===== config.mk =====
export PLATFORM = sky130hd
export DESIGN_NAME = sample_dac_spi_tx
export DESIGN_NICKNAME = d
export VERILOG_FILES = /design/src/rtl/sample_dac_spi_tx.sv
export SDC_FILE = /design/constraint.sdc
export NUM_CORES = 1
export LEC_CHECK = 0
export CAP_MARGIN = 40
export CORE_UTILIZATION = 36
export DETAILED_ROUTE_END_ITERATION = 8
export SETUP_SLACK_MARGIN = 0.02
export SLEW_MARGIN = 20
export SYNTH_ARGS = -nofsm -noshare
export SYNTH_HDL_FRONTEND = slang
export SYNTH_SLANG_ARGS = --single-unit
export TNS_END_PERCENT = 10

===== constraint.sdc =====
create_clock -name clk -period 2.2 [get_ports clk]
set_clock_uncertainty 0.2 [all_clocks]
set_input_delay 0.66 -clock clk [delete_from_list [all_inputs] [get_ports clk]]
set_output_delay 0.66 -clock clk [all_outputs]
set_load 0.02 [all_outputs]

===== src/rtl/sample_dac_spi_tx.sv =====
// Serialises enable-qualified signed samples to an SPI DAC (mode 0, MSB first) as offset binary.
// One pending sample is buffered while a frame is in flight; overwriting it pulses overrun.
module sample_dac_spi_tx #(
  parameter int DATA_WIDTH = 16,
  parameter int SCLK_DIV   = 4,
  parameter int CS_IDLE    = 2
) (
  input  logic                  clk,
  input  logic                  reset,
  input  logic                  enable,
  input  logic [DATA_WIDTH-1:0] d,
  output logic                  sclk,
  output logic                  mosi,
  output logic                  cs_n,
  output logic                  busy,
  output logic                  overrun
);

  // state  | meaning
  // IDLE   | cs_n high, waiting for a pending sample
  // SHIFT  | cs_n low, clocking out DATA_WIDTH bits
  // GAP    | cs_n high for CS_IDLE clocks before the next frame may start

  localparam int MSB   = DATA_WIDTH - 1;
  localparam int BIT_W = $clog2(DATA_WIDTH);
  localparam int DIV_W = $clog2(2 * SCLK_DIV);
  localparam int GAP_W = $clog2(CS_IDLE + 1);

  localparam logic [BIT_W-1:0] LAST_BIT = BIT_W'(DATA_WIDTH - 1);
  localparam logic [DIV_W-1:0] DIV_RISE = DIV_W'(SCLK_DIV - 1);
  localparam logic [DIV_W-1:0] DIV_FALL = DIV_W'(2 * SCLK_DIV - 1);
  localparam logic [GAP_W-1:0] GAP_LOAD = GAP_W'(CS_IDLE - 1);

  typedef enum logic [1:0] {
    ST_IDLE  = 2'd0,
    ST_SHIFT = 2'd1,
    ST_GAP   = 2'd2
  } state_t;

  state_t                state, state_nxt;
  logic [DATA_WIDTH-1:0] hold, hold_nxt;
  logic [DATA_WIDTH-1:0] shreg, shreg_nxt;
  logic                  pending, pending_nxt;
  logic [DIV_W-1:0]      div_cnt, div_cnt_nxt;
  logic [BIT_W-1:0]      bit_cnt, bit_cnt_nxt;
  logic [GAP_W-1:0]      gap_cnt, gap_cnt_nxt;
  logic                  sclk_nxt, mosi_nxt, cs_n_nxt, busy_nxt, overrun_nxt;
  logic                  start;

  always_comb begin
    state_nxt   = state;
    hold_nxt    = hold;
    shreg_nxt   = shreg;
    pending_nxt = pending;
    div_cnt_nxt = div_cnt;
    bit_cnt_nxt = bit_cnt;
    gap_cnt_nxt = gap_cnt;
    sclk_nxt    = sclk;
    mosi_nxt    = mosi;
    cs_n_nxt    = cs_n;
    busy_nxt    = busy;
    overrun_nxt = 1'b0;
    start       = 1'b0;

    case (state)
      ST_IDLE: begin
        if (pending) start = 1'b1;
      end
      ST_SHIFT: begin
        div_cnt_nxt = div_cnt + 1'b1;
        if (div_cnt == DIV_RISE) sclk_nxt = 1'b1;
        if (div_cnt == DIV_FALL) begin
          sclk_nxt    = 1'b0;
          div_cnt_nxt = '0;
          if (bit_cnt == LAST_BIT) begin
            cs_n_nxt    = 1'b1;
            mosi_nxt    = 1'b0;
            gap_cnt_nxt = GAP_LOAD;
            state_nxt   = ST_GAP;
          end else begin
            // next bit goes out on the sclk falling edge
            shreg_nxt   = {shreg[MSB-1:0], 1'b0};
            mosi_nxt    = shreg[MSB-1];
            bit_cnt_nxt = bit_cnt + 1'b1;
          end
        end
      end
      ST_GAP: begin
        if (gap_cnt == '0) begin
          state_nxt = ST_IDLE;
          busy_nxt  = 1'b0;
          if (pending) start = 1'b1;
        end else begin
          gap_cnt_nxt = gap_cnt - 1'b1;
        end
      end
      default: state_nxt = ST_IDLE;
    endcase

    if (start) begin
      shreg_nxt   = hold;
      mosi_nxt    = hold[MSB];
      cs_n_nxt    = 1'b0;
      busy_nxt    = 1'b1;
      div_cnt_nxt = '0;
      bit_cnt_nxt = '0;
      state_nxt   = ST_SHIFT;
    end

    // a sample consumed on this edge frees the slot, so a simultaneous capture is not an overrun
    if (enable) begin
      hold_nxt    = {~d[MSB], d[MSB-1:0]};
      pending_nxt = 1'b1;
      overrun_nxt = pending && !start;
    end else if (start) begin
      pending_nxt = 1'b0;
    end
  end

  always_ff @(posedge clk) begin
    if (reset) begin
      state   <= ST_IDLE;
      hold    <= '0;
      shreg   <= '0;
      pending <= 1'b0;
      div_cnt <= '0;
      bit_cnt <= '0;
      gap_cnt <= '0;
      sclk    <= 1'b0;
      mosi    <= 1'b0;
      cs_n    <= 1'b1;
      busy    <= 1'b0;
      overrun <= 1'b0;
    end else begin
      state   <= state_nxt;
      hold    <= hold_nxt;
      shreg   <= shreg_nxt;
      pending <= pending_nxt;
      div_cnt <= div_cnt_nxt;
      bit_cnt <= bit_cnt_nxt;
      gap_cnt <= gap_cnt_nxt;
      sclk    <= sclk_nxt;
      mosi    <= mosi_nxt;
      cs_n    <= cs_n_nxt;
      busy    <= busy_nxt;
      overrun <= overrun_nxt;
    end
  end

endmodule


==> out/qor.yml <==
ys.warnings.count: 0
grt_pass1_wl_um: 6710
cap_violations: 0
core_area_mm2: 0.00517
cts_hold_buf: 0
synth_cells: 222
synthDistinctLibCells: 29
start_util_pct: 38.1
powerDensity_mw_per_mm2: 697
power.total_w: 0.00167
grt_start_max_net_pins: 40
fmax_ghz: 0.473
grt_use_total_pct: 14.4
syn_area_mm2: 0.00197
layout.cells.non_filler: 316
cts_buffer_depth: 2
hp-class: "flop to flop"
final-seq-area_um2: 961
fin_nets: 270
required_ps: 1340
worst_pin_slew_ps: 378
ir_drop_mv: 0.323
cts_setup_buffers: 0
ys_seq_elements: 48
cts_tree: "yes"
drt_iter0_markers: 71
fillers: 535
dieWidth_um: 75.9
crit_type: "flop to primary output"
pre_cts_slack_ps: 148
syn_nets: 246
finalHoldViolCount: 0
relSlewSlack_pct: 74.8
ios: 24
ant_nets: 0
crit_chain: "clkdlybuf4s50_1"
cts_max_level: 2
die_h_um: 75.9
drive_gt1_share_pct: 6.91
n_antenna_cell: 0
startpoint_type: "flop"
hpwl_um: 2420
finalHoldWorstSlack_ps: 275
numCtsBuffers: 5
cp_slowest_cell: "clkdlybuf4s50_1"
wl_per_cell_um: 11.7
setup_viol: 0
cp-end-kind: "primary output"
postSynthAreaPerCell_um2: 8.87
grt_pass1_vias: 1519
critPathMaxStageDelay_ps: 600
drv_slew: 0
p_leak_nw: 0.943
place.gp.congestion: 0.708
rows: 26
root_buffer: "clkbuf_8"
antenna_found_initial: 0
cts.sinks: 48
clk_pin_slew_worst_paths_ps: 80
drc_errors: 0
setup_ws_ps: 85.1
fin_crit_sh_pct: 96.1
post_drt_via_cell_ratio: 4.85
overflow: 0
cp_max_fo: 3
die_area_mm2: 0.00577
ys_seq_area_share_pct: 48.8
critical_path_buf_inv_count: 1
setup_tns_ps: 0
post-place-cells: 309
rsz0062_at_grt: "yes"
drtPass1Iterations: 4
crit_arrival_ps: 1250
route.vias.total: 1534
area_delta_synth_final_pct: 21.9
critical_path.top_delay_family: "buffers and inverters"
fin_crit_ps: 2110
portBuffers: 23
status: "finished clean"
clk_latency_ps: 300
multi_input_area_um2: 908
wl_um: 3700
per-stage QoR:
step	area [um2]	utilization (%)
floorplan	1970	-
global placement	2320	44.8
detailed placement	2320	44.8
CTS	2400	46.3
global route	2400	46.4
finish	2400	46.4
cells in the final DEF (no fill, tap or decap), types with 2 or more instances in the layout:
master | Yosys | final
a211oi_1 | 7 | 7
a21oi_1 | 7 | 7
a311oi_1 | 14 | 14
and3_1 | 2 | 2
buf_12 | 0 | 4
buf_4 | 0 | 4
clkbuf_8 | 0 | 5
clkdlybuf4s50_1 | 0 | 22
dfxtp_1 | 48 | 48
ha_1 | 5 | 5
inv_1 | 6 | 6
mux2i_1 | 15 | 15
nand2_1 | 33 | 33
nand2b_1 | 4 | 4
nand3_1 | 4 | 4
nor2_1 | 42 | 42
nor2b_1 | 2 | 2
nor3_1 | 4 | 4
o21ai_0 | 3 | 3
o22ai_1 | 2 | 2
xnor2_1 | 2 | 2
power breakdown:
group / internal, W / switching [W] / leakage, nW
Sequential: 0.000926 / 0.0000328 / 0.394
Combinational: 0.000113 / 0.000107 / 0.508
Clock: 0.000217 / 0.000278 / 0.0410
Total: 0.00126 / 0.000417 / 0.943
routing by layer:
layer	vias to the layer above	part of all wire, %	GRT usage, %
met4	0	1.2	4.04
met5	-	0	0
met2	17	44	23.2
met1	700	52	18.4
met3	6	3.1	4.70
li1	811	-	-
cell usage after synthesis, drive strengths merged:
cell | number | area, um2
a311oi | 14 | 123
ha | 5 | 62.6
nor3 | 4 | 20.0
mux2i | 15 | 150
xnor2 | 2 | 17.5
buf | 10 | 61.3
and3 | 2 | 12.5
inv | 6 | 22.5
o22ai | 2 | 12.5
o21ai | 4 | 20.0
nor3b | 1 | 7.51
o32a | 1 | 10.0
nor2b | 2 | 12.5
dfxtp | 48 | 961
a31oi | 1 | 6.26
nand3b | 1 | 11.3
nor2 | 43 | 169
nand3 | 5 | 30.0
a21o | 1 | 7.51
clkbuf | 4 | 15.0
nand2 | 33 | 124
a21oi | 7 | 35.0
nand2b | 4 | 25.0
a211oi | 7 | 52.6
repair_timing:
action | in CTS | in global routing
resized for setup | 0 | 1
endpoints found under the hold margin | 0 | 0
setup endpoints to repair | 0 | 2
sequential cells by signal (all words and copies together), names as in the netlist:
| signal | count |
|---|---|
| state | 2 |
| bit_cnt | 4 |
| busy | 1 |
| overrun | 1 |
| pending | 1 |
| shreg | 15 |
| div_cnt | 3 |
| hold | 16 |
| mosi | 1 |
| sclk | 1 |
| cs_n | 1 |
| gap_cnt | 2 |
logic make-up (layout without fill, tap and decap cells):
family,count (synthesis),count (layout),synth area share [%]
buffers and inverters,20,44,5.02
adder cells (fa/ha/maj),5,5,3.18
XOR/XNOR,2,2,0.890
multiplexers,15,15,7.63
AO/OA/AOI/OAI,37,37,13.5
AND/OR/NAND/NOR,95,95,20.9
flip-flops,48,48,48.8
path summary, 6_finish.rpt:
path                           startpoint                     end  slack [ps]  cells past startpoint
setup / recovery        busy$_SDFFE_PP0P_                    busy          90                      1
hold / removal     shreg[13]$_SDFFE_PP0P_  shreg[13]$_SDFFE_PP0P_         280                      2
setup reg to reg  div_cnt[0]$_SDFFE_PP0P_   shreg[4]$_SDFFE_PP0P_         370                      6
hold reg to reg    shreg[13]$_SDFFE_PP0P_  shreg[13]$_SDFFE_PP0P_         280                      2
final cells by class:
type | instances | share of cell area [%]
Timing Repair Buffer | 31 | 14.3
Multi-Input combinational cell | 154 | 37.9
Clock buffer | 6 | 3.02
Inverter | 6 | 0.938
Clock inverter | 1 | 0.209
Sequential cell | 48 | 40.0
Tap cell | 70 | 3.65
Power figures use the tool's default switching activity.
